===== config.mk =====
export PLATFORM = sky130hd
export DESIGN_NAME = uart_baud_gen
export DESIGN_NICKNAME = d
export VERILOG_FILES = /design/src/rtl/uart_pkg.sv /design/src/rtl/uart_frac_div.sv /design/src/rtl/uart_baud_gen.sv
export SDC_FILE = /design/constraint.sdc
export NUM_CORES = 1
export LEC_CHECK = 0
export BUFFER_PORTS_ARGS = -buffer_cell sky130_fd_sc_hd__buf_4
export CORE_MARGIN = 5
export CORE_UTILIZATION = 40
export DETAILED_ROUTE_END_ITERATION = 7
export PLACE_DENSITY_LB_ADDON = 0.3
export SETUP_SLACK_MARGIN = 0.1
export SLEW_MARGIN = 20
export SYNTH_ARGS = -nofsm -noshare
export SYNTH_HDL_FRONTEND = slang
export SYNTH_SLANG_ARGS = --single-unit

===== constraint.sdc =====
create_clock -name clk -period 3.67 [get_ports clk]
set_input_delay 0.734 -clock clk [delete_from_list [all_inputs] [get_ports clk]]
set_output_delay 0.734 -clock clk [all_outputs]
set_load 0.02 [all_outputs]

===== src/rtl/uart_pkg.sv =====
// -----------------------------------------------------------------------------
// uart_pkg
//
// Shared constants and helpers for the UART blocks.
//
// Contents:
//   DEF_CLK_HZ   default fabric clock frequency (Hz)
//   DEF_FRAC_W   default width of the fractional divisor
//   MIN_DIV_INT  smallest integer divisor the baud generator accepts
//   baud_div_fx  fixed-point oversample divisor:
//                (clk_hz * 2^frac_w) / (baud * ovs), truncated
// -----------------------------------------------------------------------------
package uart_pkg;

  localparam int unsigned DEF_CLK_HZ  = 100_000_000;
  localparam int unsigned DEF_FRAC_W  = 4;

  // A divisor of 1 would leave no room for a counter phase; 2 is the floor.
  localparam int unsigned MIN_DIV_INT = 2;

  // Fixed-point divisor with frac_w fractional bits. The integer part sits in
  // the upper bits, the fraction in the low frac_w bits.
  function automatic longint unsigned baud_div_fx(
    input longint unsigned clk_hz,
    input longint unsigned baud,
    input longint unsigned ovs,
    input int unsigned     frac_w
  );
    return (clk_hz << frac_w) / (baud * ovs);
  endfunction

endpackage


===== src/rtl/uart_frac_div.sv =====
// -----------------------------------------------------------------------------
// uart_frac_div
//
// Fractional clock divider producing the raw oversample strobe. Each period
// lasts act_int cycles, plus one when the previous period's accumulation of
// act_frac overflowed, so the long-run period is act_int + act_frac/2^FRAC_W.
//
// Ports:
//   clk        in   fabric clock
//   rst_n      in   asynchronous active-low reset
//   run        in   count when high; when low all counters clear
//   load       in   copy load_int/load_frac into the active divisor
//   load_int   in   CNT_W   integer divisor to activate
//   load_frac  in   FRAC_W  fractional divisor to activate
//   wrap       out  combinational: this edge ends an oversample period
// -----------------------------------------------------------------------------
module uart_frac_div #(
  parameter int unsigned       CNT_W    = 16,
  parameter int unsigned       FRAC_W   = 4,
  parameter logic [CNT_W-1:0]  DEF_INT  = CNT_W'(54),
  parameter logic [FRAC_W-1:0] DEF_FRAC = FRAC_W'(4)
) (
  input  logic              clk,
  input  logic              rst_n,
  input  logic              run,
  input  logic              load,
  input  logic [CNT_W-1:0]  load_int,
  input  logic [FRAC_W-1:0] load_frac,
  output logic              wrap
);

  logic [CNT_W-1:0]  cnt;
  logic [FRAC_W-1:0] acc;
  logic              c;
  logic [CNT_W-1:0]  act_int;
  logic [FRAC_W-1:0] act_frac;
  logic [FRAC_W:0]   acc_sum;

  // NOTE: always_comb outputs are assigned on every path (here unconditionally),
  // which is what keeps synthesis from inferring latches.
  always_comb begin
    acc_sum = {1'b0, acc} + {1'b0, act_frac};
    // Period length is act_int + c; compare against its last count value
    // without forming act_int + c, which could overflow CNT_W bits.
    wrap    = run && (c ? (cnt == act_int) : (cnt == act_int - CNT_W'(1)));
  end

  // NOTE: sequential state uses non-blocking assignments so every register
  // samples the pre-edge values, independent of statement order.
  always_ff @(posedge clk or negedge rst_n) begin
    if (!rst_n) begin
      cnt      <= '0;
      acc      <= '0;
      c        <= 1'b0;
      act_int  <= DEF_INT;
      act_frac <= DEF_FRAC;
    end else begin
      if (!run) begin
        cnt <= '0;
        acc <= '0;
        c   <= 1'b0;
      end else if (wrap) begin
        cnt      <= '0;
        {c, acc} <= acc_sum;
      end else begin
        cnt <= cnt + CNT_W'(1);
      end

      // Loads coincide only with wrap or !run, so cnt is always 0 when the
      // divisor changes and can never sit beyond a shrunken period.
      if (load) begin
        act_int  <= load_int;
        act_frac <= load_frac;
      end
    end
  end

endmodule


===== src/rtl/uart_baud_gen.sv =====
// -----------------------------------------------------------------------------
// uart_baud_gen
//
// Baud-rate generator shared by the UART transmitter and receiver. Produces
// three single-cycle strobes from the fabric clock: an oversample tick, a
// mid-bit sample tick and a bit-boundary tick. The divisor is fractional and
// can be reloaded at runtime through a shadow register that becomes active
// on an oversample boundary (or immediately while counting is stopped).
//
// Ports:
//   clk          in   fabric clock, rising edge
//   rst_n        in   asynchronous active-low reset
//   en           in   count enable; low holds and clears all counters
//   restart      in   synchronous phase realign; clears all counters
//   div_int      in   CNT_W   new integer divisor (values below 2 become 2)
//   div_frac     in   FRAC_W  new fractional divisor
//   div_load     in   one-cycle strobe capturing div_int/div_frac
//   ovs_tick     out  oversample strobe
//   mid_tick     out  mid-bit sample strobe
//   bit_tick     out  bit-boundary strobe
//   div_pending  out  captured divisor not yet active
// -----------------------------------------------------------------------------
module uart_baud_gen
  import uart_pkg::*;
#(
  parameter int unsigned CLK_HZ = DEF_CLK_HZ,
  parameter int unsigned BAUD   = 115200,
  parameter int unsigned OVS    = 16,
  parameter int unsigned CNT_W  = 16,
  parameter int unsigned FRAC_W = DEF_FRAC_W
) (
  input  logic              clk,
  input  logic              rst_n,
  input  logic              en,
  input  logic              restart,
  input  logic [CNT_W-1:0]  div_int,
  input  logic [FRAC_W-1:0] div_frac,
  input  logic              div_load,
  output logic              ovs_tick,
  output logic              mid_tick,
  output logic              bit_tick,
  output logic              div_pending
);

  localparam longint unsigned DIV_FX =
    baud_div_fx(64'(CLK_HZ), 64'(BAUD), 64'(OVS), FRAC_W);

  localparam logic [CNT_W-1:0]  DEF_INT  = CNT_W'(DIV_FX >> FRAC_W);
  // Truncating to FRAC_W bits is the modulo 2^FRAC_W.
  localparam logic [FRAC_W-1:0] DEF_FRAC = FRAC_W'(DIV_FX);
  localparam logic [CNT_W-1:0]  MIN_INT  = CNT_W'(MIN_DIV_INT);

  localparam int unsigned       IDX_W    = $clog2(OVS);
  localparam logic [IDX_W-1:0]  IDX_MID  = IDX_W'(OVS / 2 - 1);
  localparam logic [IDX_W-1:0]  IDX_LAST = IDX_W'(OVS - 1);

  logic              run;
  logic              wrap;
  logic              transfer;
  logic [IDX_W-1:0]  idx;
  logic [CNT_W-1:0]  sh_int;
  logic [FRAC_W-1:0] sh_frac;

  // restart takes priority over en; either one stops and clears counting.
  assign run      = en && !restart;
  // The shadow moves to the active divisor only on a period boundary or
  // while counting is stopped, so the running period is never disturbed.
  assign transfer = div_pending && (wrap || !run);

  uart_frac_div #(
    .CNT_W    (CNT_W),
    .FRAC_W   (FRAC_W),
    .DEF_INT  (DEF_INT),
    .DEF_FRAC (DEF_FRAC)
  ) u_frac_div (
    .clk       (clk),
    .rst_n     (rst_n),
    .run       (run),
    .load      (transfer),
    .load_int  (sh_int),
    .load_frac (sh_frac),
    .wrap      (wrap)
  );

  // Shadow divisor and pending flag. A load in the same cycle as a transfer
  // lands in the shadow after the old shadow has been handed over, so the
  // flag stays set for the newer value.
  always_ff @(posedge clk or negedge rst_n) begin
    if (!rst_n) begin
      sh_int      <= DEF_INT;
      sh_frac     <= DEF_FRAC;
      div_pending <= 1'b0;
    end else begin
      if (div_load) begin
        sh_int  <= (div_int < MIN_INT) ? MIN_INT : div_int;
        sh_frac <= div_frac;
      end

      if (div_load) begin
        div_pending <= 1'b1;
      end else if (transfer) begin
        div_pending <= 1'b0;
      end
    end
  end

  // Oversample index and registered tick decode. The index value before the
  // increment selects the strobe, so mid and bit ticks land on distinct
  // oversample events and each coincides with an ovs_tick.
  always_ff @(posedge clk or negedge rst_n) begin
    if (!rst_n) begin
      idx      <= '0;
      ovs_tick <= 1'b0;
      mid_tick <= 1'b0;
      bit_tick <= 1'b0;
    end else begin
      if (!run) begin
        idx <= '0;
      end else if (wrap) begin
        idx <= (idx == IDX_LAST) ? '0 : idx + IDX_W'(1);
      end

      // wrap is already gated by run, so ticks drop the edge after en or
      // restart stops counting.
      ovs_tick <= wrap;
      mid_tick <= wrap && (idx == IDX_MID);
      bit_tick <= wrap && (idx == IDX_LAST);
    end
  end

endmodule


==> results of run 1 <==
==> registers in the layout, summed over array words and instances, names as in the netlist <==
signal,count
bit_tick,1
div_pending,1
idx,4
mid_tick,1
ovs_tick,1
sh_frac,4
sh_int,16
u_frac_div.acc,4
u_frac_div.act_frac,4
u_frac_div.act_int,16
u_frac_div.c,1
u_frac_div.cnt,16
==> cell usage in the layout (no fill, tap or decap), types with 13 or more instances in the layout <==
| cell type | count |
|---|---|
| nor4_1 | 13 |
| a21oi_1 | 14 |
| nand3_1 | 15 |
| xor2_1 | 20 |
| mux2_4 | 19 |
| nor2_1 | 27 |
| nand2_1 | 16 |
| mux2_2 | 19 |
| xnor2_1 | 15 |
| buf_4 | 31 |
| dfrtp_1 | 59 |
==> cell families after synthesis <==
logic type,count (synthesis),share of synthesized area [%]
simple gates,125,17.8
flops,69,45.8
compound gates,49,8.69
mux,40,13.7
xor+xnor,35,8.06
buf+inv,24,3.19
fa+ha+maj,8,2.83
==> area by class of cell <==
type	instances	share of cell area, %
multi-input combinational	257	45.1
sequential	69	40.4
timing repair buffer	31	5.41
tap	129	3.75
clock buffer	9	2.88
clock inverter	7	1.72
inverter	8	0.698
==> critical path, cell delays in order, from the launching register on <==
cell     delay [ns]
dfrtp_1        0.44
inv_1          0.11
ha_1           0.18
nor4b_1        0.78
nand4_1        0.28
xor2_1         0.27
nand4_1        0.20
o21ai_2        0.18
buf_4          0.37
mux2_4         0.33
==> power breakdown <==
part           switching (uW)  internal [uW]
clock network             306            316
logic                     162            179
registers                94.7            838
==> worst max path at each step <==
stage | start | end | slack (ns) | cells past startpoint
6_report | u_frac_div.act_int[0] | u_frac_div.act_int[6] | 0.40 | 9
5_1_grt | u_frac_div.act_int[0] | u_frac_div.cnt[5] | 0.14 | 10
4_1_cts | u_frac_div.act_int[0] | u_frac_div.act_int[3] | 0.46 | 10
3_5_place_dp | u_frac_div.act_int[0] | u_frac_div.act_int[8] | 0.47 | 10
3_3_place_gp | u_frac_div.act_int[0] | u_frac_div.act_int[9] | 0.52 | 10
2_1_floorplan | u_frac_div.act_int[0] | u_frac_div.act_frac[3] | 0.79 | 11
==> through the flow <==
step / cell area (um2) / power (uW) / std cells / hold slack, ns
after detailed placement: 4100 / 1290 / 494 / 0.462
after global placement: 4100 / 1270 / 494 / 0.463
after global routing: 4300 / 1990 / 510 / 0.512
after CTS: 4300 / 1910 / 510 / 0.491
final: 4300 / 1900 / 510 / 0.472
after floorplan: 3800 / 1180 / 350 / 0.431
==> per-layer routing <==
layer,GRT usage (%),wire (um),up-vias
li1,-,-,1334
met1,20.2,3840,1353
met4,5.59,181,0
met3,3.60,440,14
met5,0,0,-
met2,21.8,3560,71
==> summary.txt, run 1 <==
Status: finished clean
Root Buffer: clkbuf_8
Avg WL per Cell: 15.7 um
Setup bufs post-CTS: 0
Endpoints failing setup: 0
Cell Pwr Density: 441 mW/mm2
Die height: 107 um
R2r endpoint: u_frac_div.act_int[6]
Tightest Pin Transition: 0.951 ns
TritonCTS clock tree: yes
Seq cells post-synth: 69
IO Pins: 29
Max-cap violations: 0
Arrival time at the worst endpoint: 3.50 ns
Most common library cells after synthesis: dfrtp_1 (59), nor2_1 (27), xor2_1 (20), mux2_2 (19), mux2_4 (19)
FF-to-FF Start: u_frac_div.act_int[0]
Mean post-synth cell area: 10.9 um2
DPL Wire Length: 5760 um
Clock sinks: 69
YS warnings: 0
Yosys top cell by area: dfrtp_1
Initial Util: 41.1%
Die Footprint: 0.0116 mm2
Max clock buf depth: 2
Vias in the first global route: 2,678
Pre-CTS setup slack: 0.469 ns
Total wire length: 8020 um
Final #Nets: 409
Antenna Cells: 0
Tcrit/Tclk final: 89.1%
Remaining Overflow, GRT: 0
Leak pwr: 0.00184 uW
Number of synthesized flops with an enable pin: 0
Resized Gates After CTS: 0
Hold Crit Class: input pin to asynchronous set/reset pin
Worst reg-to-reg setup slack: 0.40 ns
Final WS setup: 0.401 ns
Seq/Total Area, Yosys: 45.8%
Vias per cell: 5.44
Fin. max-slew vios: 0
CP required: 3.91 ns
Worst rel slew slack: 35.7%
Worst-Skew Late Latency: 0.36 ns
CTS Hold Bufs: 0
Fmax: 0.306 GHz
Initial antenna violation count: 0
Antenna-violating nets left: 0
CP Capture Type: flip-flop
Fin. Hold Viols: 0
Critical path launch point type: flip-flop
Setup tns final: 0 ns
Crit Path Class: flip-flop to flip-flop
Synth area leaders: dfrtp_1 (39%), mux2_4 (7.5%), dfstp_2 (6.9%)
Worst-case clock skew: 0.0130 ns
Vias: 2,772
Cell area after synthesis: 0.00380 mm2
Largest driver fanout on the critical path: 20
IO buf count: 28
RSZ-0062 raised after global routing: no
Sequential cell area: 0.00174 mm2
Share of flip-flops with an asynchronous set or reset: 100%
Share of layout cells above drive strength 1: 26.5%
Cells after synthesis: 350
Multi-input gate area: 0.00194 mm2
Syn nets: 383
Synth top area share: 38.8%
Routability cong.: 0.874
Core area: 0.00924 mm2
Commonest register cell after synthesis: dfrtp_1
Synth-to-layout area growth: 13.2%
H-tree levels: 3
Final core utilization: 46.6%
Synth unique cells: 53
# rows: 35
Clock-pin slew on the worst setup and hold paths: 0.08 ns
Fillers: 848
Total CTS buffers: 9
Router iterations before antenna repair: 4
Chip Width: 107 um
Top-count cell post-synth: dfrtp_1
Tot GR Track Use: 14.5%
Crit path time final: 3.27 ns
Remaining DRCs: 0
Worst-case vdd ir drop: 254 uV
Detailed Route Iter0 Violations: 124
Largest net degree at the start of global routing: 70
Global-route wire length before repair: 13,200 um
Worst r2r path cells: 9
(Power assumes the default switching activity.)
==> run 2, diff against run 1 <==
--- a/config.mk
+++ b/config.mk
@@ -6,8 +6,7 @@
 export NUM_CORES = 1
 export LEC_CHECK = 0
 export BUFFER_PORTS_ARGS = -buffer_cell sky130_fd_sc_hd__buf_4
-export CORE_MARGIN = 5
-export CORE_UTILIZATION = 40
+export CORE_UTILIZATION = 32
 export DETAILED_ROUTE_END_ITERATION = 7
 export PLACE_DENSITY_LB_ADDON = 0.3
 export SETUP_SLACK_MARGIN = 0.1
==> run 2 against run 1 <==
Net effect: die area increased by 6.6%; hold slack worse by 0.0027 ns; core utilization is 8.1 points lower; final area increased by 2.8%; largest cell class unchanged; clock-buffer cell count up 2.
==> summary.txt, run 2 (same netlist as run 1, synthesis figures left out) <==
Psw: 581 uW (+3.3%)
Global-route wire length before repair: 14,200 um (+7.8%)
Share of layout cells above drive strength 1: 26.2% (-0.26 points)
Total CTS buffers: 9 (unchanged)
Worst reg-to-reg setup slack: 0.42 ns (+0.02 ns)
Multi-input gate area: 0.00194 mm2 (unchanged)
Vias in the first global route: 2,758 (+3.0%)
Hold Crit Class: flip-flop to flip-flop
Die height: 111 um (+3.3%)
DPL Wire Length: 5830 um (+1.2%)
Antenna-violating nets left: 0 (unchanged)
Status: finished clean
Clock sinks: 69 (unchanged)
Final Cell Area: 0.00442 mm2 (+2.8%)
Fin. Hold Viols: 0 (unchanged)
Die Footprint: 0.0123 mm2 (+6.6%)
Tot GR Track Use: 14.6% (+0.089 points)
Worst-case clock skew: 0.00669 ns (-0.00633 ns)
Cell Pwr Density: 485 mW/mm2 (+10%)
Fmax: 0.307 GHz (+0.51%)
Initial antenna violation count: 0 (unchanged)
IO Pins: 29 (unchanged)
Max-cap violations: 0 (unchanged)
Final WS setup: 0.418 ns (+0.0167 ns)
RSZ-0062 raised after global routing: no
Sequential cell area: 0.00174 mm2 (unchanged)
Arrival time at the worst endpoint: 3.47 ns (-0.03 ns)
Most common cell after layout, fill and taps aside: dfrtp_1
Share of total power in the clock network: 40.6% (+7.8 points)
Antenna Cells: 0 (unchanged)
Fillers: 1,130 (+33%)
Dpl cell area: 0.00412 mm2 (+0.43%)
Crit path time final: 3.25 ns (-0.0167 ns)
Switching part of the total: 27.1% (-2.6 points)
# rows: 39 (+11%)
Clock-pin slew on the worst setup and hold paths: 0.06 ns (-0.02 ns)
Worst-case vdd ir drop: 254 uV (+0.28%)
CTS Hold Bufs: 0 (unchanged)
Largest registers: sh_int: 16 flops, u_frac_div.act_int: 16 flops, u_frac_div.cnt: 16 flops
Detailed Route Iter0 Violations: 203 (+64%)
Root Buffer: clkbuf_16
Vias per cell: 5.23 (-3.7%)
Worst-Skew Late Latency: 0.33 ns (-0.03 ns)
Routability cong.: 0.884 (+1.2%)
Tightest Pin Transition: 0.888 ns (-0.0627 ns)
Max clock buf depth: 2 (unchanged)
Avg WL per Cell: 15.5 um (-1.2%)
TritonCTS clock tree: yes
Critical path launch point type: flip-flop
CP required: 3.89 ns (-0.02 ns)
Largest net degree at the start of global routing: 70 (unchanged)
IO buf count: 28 (unchanged)
Remaining Overflow, GRT: 0 (unchanged)
Remaining DRCs: 0 (unchanged)
Synth-to-layout area growth: 16.4%
Resized Gates After CTS: 0 (unchanged)
Leak pwr: 0.00189 uW (+2.3%)
Router iterations before antenna repair: 4 (unchanged)
H-tree levels: 3 (unchanged)
Tcrit/Tclk final: 88.6% (-0.45 points)
Most frequent cells in the layout: dfrtp_1 (59), buf_4 (31), nor2_1 (27)
Pre-CTS setup slack: 0.464 ns (-0.00583 ns)
Largest driver fanout on the critical path: 20 (unchanged)
Worst rel slew slack: 40.8% (+5.1 points)
Final #Nets: 409 (unchanged)
Vias: 2,742 (-1.1%)
Chip Width: 111 um (+3.3%)
Seq pwr share: 43.5% (-5.7 points)
Core area: 0.0115 mm2 (+25%)
Total wire length: 8140 um (+1.5%)
Fin. max-slew vios: 0 (unchanged)
Internal power: 1560 uW (+17%)
Setup bufs post-CTS: 0 (unchanged)
Endpoints failing setup: 0 (unchanged)
Logic pwr share: 15.9% (-2.1 points)
CP Capture Type: flip-flop
Crit Path Class: flip-flop to flip-flop
Setup tns final: 0 ns (unchanged)
Initial Util: 33.0% (-8.1 points)
## run 2: cell types whose count changed in the layout (fill, tap and decap cells not counted)
cell        delta
clkbuf_8       -8
clkinvlp_4     +1
clkbuf_1       +1
clkinv_2       -1
clkbuf_16      +9
clkinv_4       -2
## run 2: per-stage QoR
step           power, uW  hold WS (ns)  std cells  util [%]
2_1_floorplan       1180         0.431        350         -
3_3_place_gp        1280         0.470        508      35.8
3_5_place_dp        1290         0.466        508      35.8
4_1_cts             2170         0.477        524      38.4
5_1_grt             2260         0.499        524      38.4
6_report            2140         0.470        524      38.4
## run 2: power groups by stage
stage                     combinational (uW)  sequential (uW)  clock (uW)
after detailed placement                 341              946           0
after CTS                                342              932         893
final                                    341              933         872
after global routing                     377              947         935
after floorplan                          280              897           0
after global placement                   333              942           0
## run 2: routing by layer
metal / wire length [um] / up-vias / share of wire [%] / GRT usage [%]
li1: - / 1330 / - / -
met1: 4010 / 1336 / 49 / 19.9
met2: 3700 / 59 / 45 / 22.8
met3: 281 / 17 / 3.5 / 3.66
met4: 147 / 0 / 1.8 / 4.47
met5: 0 / - / 0 / 0
## run 2: layout make-up
| cell class | instances | area share (%) |
|---|---|---|
| timing repair buffer | 31 | 5.26 |
| tap | 143 | 4.05 |
| sequential | 69 | 39.3 |
| clock buffer | 11 | 5.49 |
| clock inverter | 5 | 1.33 |
| multi-input combinational | 257 | 43.9 |
| inverter | 8 | 0.679 |
## run 2: final timing paths
path / from / depth (start not counted) / end
setup / recovery: u_frac_div.act_int[0] / 10 / u_frac_div.act_int[13]
hold / removal: idx[3] / 1 / mid_tick
setup reg to reg: u_frac_div.act_int[0] / 10 / u_frac_div.act_int[13]
hold reg to reg: idx[3] / 1 / mid_tick
max in group asynchronous: rst_n / 1 / u_frac_div.cnt[1]
min in group asynchronous: rst_n / 1 / mid_tick
## run 2: worst max-delay path, cell delays in order (launching register included)
cell      delay (ns)
dfrtp_1         0.43
inv_1           0.10
ha_1            0.17
or4b_1          0.56
nor4_1          0.34
a211oi_1        0.12
a211oi_1        0.31
nand4_1         0.22
o21ai_2         0.17
buf_4           0.35
mux2_4          0.34
==> run 3, diff against run 2 <==
--- a/config.mk
+++ b/config.mk
@@ -9,6 +9,7 @@
 export CORE_UTILIZATION = 32
 export DETAILED_ROUTE_END_ITERATION = 7
 export PLACE_DENSITY_LB_ADDON = 0.3
+export REMOVE_ABC_BUFFERS = 1
 export SETUP_SLACK_MARGIN = 0.1
 export SLEW_MARGIN = 20
 export SYNTH_ARGS = -nofsm -noshare
==> run 3 against run 2 <==
Net effect: clock power down 5.7%; largest power group unchanged; first-iteration DRC count up 23%; non-clock buffer count unchanged; final cell count unchanged; die area unchanged; core utilization down 0.18 points; sequential share of layout area up 0.19 points; fmax down 0.28%; via count down 0.33%; register-to-register slack about the same; critical endpoint is now u_frac_div.act_int[8]; hold slack better by 0.021 ns; largest cell class unchanged.
==> summary.txt, run 3 (same netlist as run 1, synthesis figures left out) <==
Crit path max-delay family: simple AND/OR/NAND/NOR gates
Clock-pin slew on the worst setup and hold paths: 0.06 ns (about the same)
Fin. Hold Viols: 0 (unchanged)
Switching part of the total: 26.4% (-0.71 points)
Tot GR Track Use: 14.2% (-0.40 points)
Tightest Pin Transition: 0.873 ns (-0.0158 ns)
Cell Pwr Density: 476 mW/mm2 (-1.8%)
Logic pwr share: 16.3% (+0.4 points)
CTS Hold Bufs: 0 (unchanged)
Worst path bufs/invs: 2 (unchanged)
Routability cong.: 0.889 (+0.58%)
Initial antenna violation count: 0 (unchanged)
Core area: 0.0115 mm2 (unchanged)
Antenna-violating nets left: 0 (unchanged)
H-tree levels: 3 (unchanged)
Crit Path Class: flip-flop to flip-flop
Max-cap violations: 0 (unchanged)
Max clock buf depth: 2 (unchanged)
Largest net degree at the start of global routing: 70 (unchanged)
Share of layout cells above drive strength 1: 25.5% (-0.79 points)
Most frequent CP cell: a211oi_1
Most frequent cells in the layout: dfrtp_1 (59), buf_4 (31), nor2_1 (27)
Share of total power in the clock network: 39.2% (-1.4 points)
Die height: 111 um (unchanged)
Resized Gates After CTS: 0 (unchanged)
Fillers: 1,155 (+2.2%)
CP Capture Type: flip-flop
Fmax: 0.307 GHz (-0.28%)
TritonCTS clock tree: yes
Total CTS buffers: 9 (unchanged)
Root Buffer: clkbuf_16
Worst-Skew Late Latency: 0.33 ns (about the same)
Tcrit/Tclk final: 88.9% (+0.25 points)
Final #Nets: 409 (unchanged)
Crit path max-delay cell type: or4b_1
Total wire length: 8170 um (+0.44%)
Initial Util: 33.0% (unchanged)
Arrival time at the worst endpoint: 3.47 ns (about the same)
RSZ-0062 raised after global routing: no
Clock sinks: 69 (unchanged)
Avg WL per Cell: 15.6 um (+0.44%)
Remaining DRCs: 0 (unchanged)
Internal power: 1540 uW (-1.3%)
Worst-case clock skew: 0.00924 ns (+0.00255 ns)
# rows: 39 (unchanged)
Pre-CTS setup slack: 0.462 ns (-0.00140 ns)
Detailed Route Iter0 Violations: 249 (+23%)
Total power: 2100 uW (-2.3%)
Die Footprint: 0.0123 mm2 (unchanged)
Largest driver fanout on the critical path: 20 (unchanged)
Final core utilization: 38.2% (-0.18 points)
Status: finished clean
Vias in the first global route: 2,711 (-1.7%)
Global-route wire length before repair: 13,900 um (-2.0%)
Largest registers: sh_int: 16 flops, u_frac_div.act_int: 16 flops, u_frac_div.cnt: 16 flops
Critical path launch point type: flip-flop
Leak pwr: 0.00188 uW (-0.24%)
Final WS setup: 0.409 ns (-0.00915 ns)
Router iterations before antenna repair: 4 (unchanged)
CP required: 3.88 ns (about the same)
Psw: 553 uW (-4.9%)
Endpoints failing setup: 0 (unchanged)
Worst rel slew slack: 41.8% (+1.1 points)
Vias: 2,733 (-0.33%)
Antenna Cells: 0 (unchanged)
Remaining Overflow, GRT: 0 (unchanged)
Synth-to-layout area growth: 15.8%
Crit path cell chain: inv_1 > ha_1 > or4b_1 > nor4_1 > a211oi_1 > a211oi_1 > nand4_1 > o21ai_2 > buf_4 > mux2_4
DPL Wire Length: 5850 um (+0.44%)
Setup tns final: 0 ns (unchanged)
Crit path time final: 3.26 ns (+0.00915 ns)
Seq pwr share: 44.5% (+1.0 points)
Vias per cell: 5.22 (-0.33%)
IO buf count: 28 (unchanged)
Hold Crit Class: flip-flop to flip-flop
Most common cell after layout, fill and taps aside: dfrtp_1
Setup bufs post-CTS: 0 (unchanged)
Crit-path max cell delay: 0.56 ns (about the same)
Fin. max-slew vios: 0 (unchanged)
Chip Width: 111 um (unchanged)
Worst-case vdd ir drop: 224 uV (-12%)
IO Pins: 29 (unchanged)
==> run 3: changes by cell type in the layout (fill, tap and decap cells not counted), sizes merged <==
cell	delta
clkinvlp	-2
clkbuf	+2
inv	-1
clkinv	+1
==> run 3: power groups by stage <==
| stage | logic, uW | registers [uW] | clock network (uW) |
|---|---|---|---|
| after floorplan | 249 | 914 | 0 |
| after global placement | 332 | 941 | 0 |
| after detailed placement | 341 | 944 | 0 |
| after CTS | 344 | 932 | 844 |
| after global routing | 376 | 947 | 876 |
| final | 342 | 932 | 822 |
==> run 3: final timing paths <==
| check | start | end | slack, ns | depth (start not counted) |
|---|---|---|---|---|
| worst min-delay path | idx[3] | mid_tick | 0.49 | 1 |
| worst max register to register | u_frac_div.act_int[0] | u_frac_div.act_int[8] | 0.41 | 10 |
| max in group asynchronous | rst_n | sh_int[3] | 2.57 | 1 |
| worst max-delay path | u_frac_div.act_int[0] | u_frac_div.act_int[8] | 0.41 | 10 |
| worst min register to register | idx[3] | mid_tick | 0.49 | 1 |
| min in group asynchronous | rst_n | idx[0] | 0.50 | 1 |
==> run 3: stage by stage <==
step / hold WS [ns] / instances / instance area (um2)
finish: 0.490 / 524 / 4400
global route: 0.502 / 524 / 4400
CTS: 0.486 / 524 / 4400
detailed placement: 0.477 / 508 / 4120
global placement: 0.469 / 508 / 4120
floorplan: 0.431 / 334 / 3710
==> run 3: area by class of cell <==
type,count,area (um2),area share [%]
clock buffers,13,240,5.46
clock inverters,3,40.0,0.910
inverters,8,30.0,0.682
multi-input cells,257,1940,44.1
flip-flops and latches,69,1740,39.5
well taps,143,179,4.06
repair buffers,31,233,5.29
==> run 3: worst reg2reg max path: stages (launching register included) <==
cell and delay [ns]:
dfrtp_1 0.43, inv_1 0.10, ha_1 0.16, or4b_1 0.56, nor4_1 0.35, a211oi_1 0.13, a211oi_1 0.30, nand4_1 0.23
o21ai_2 0.18, buf_4 0.36, mux2_4 0.35
==> run 3: routing by layer <==
metal / global-route usage (%) / vias up / part of all wire (%)
li1: - / 1328 / -
met1: 19.6 / 1334 / 49
met2: 22.6 / 57 / 46
met3: 2.02 / 14 / 3.1
met4: 5.66 / 0 / 1.9
met5: 0 / - / 0
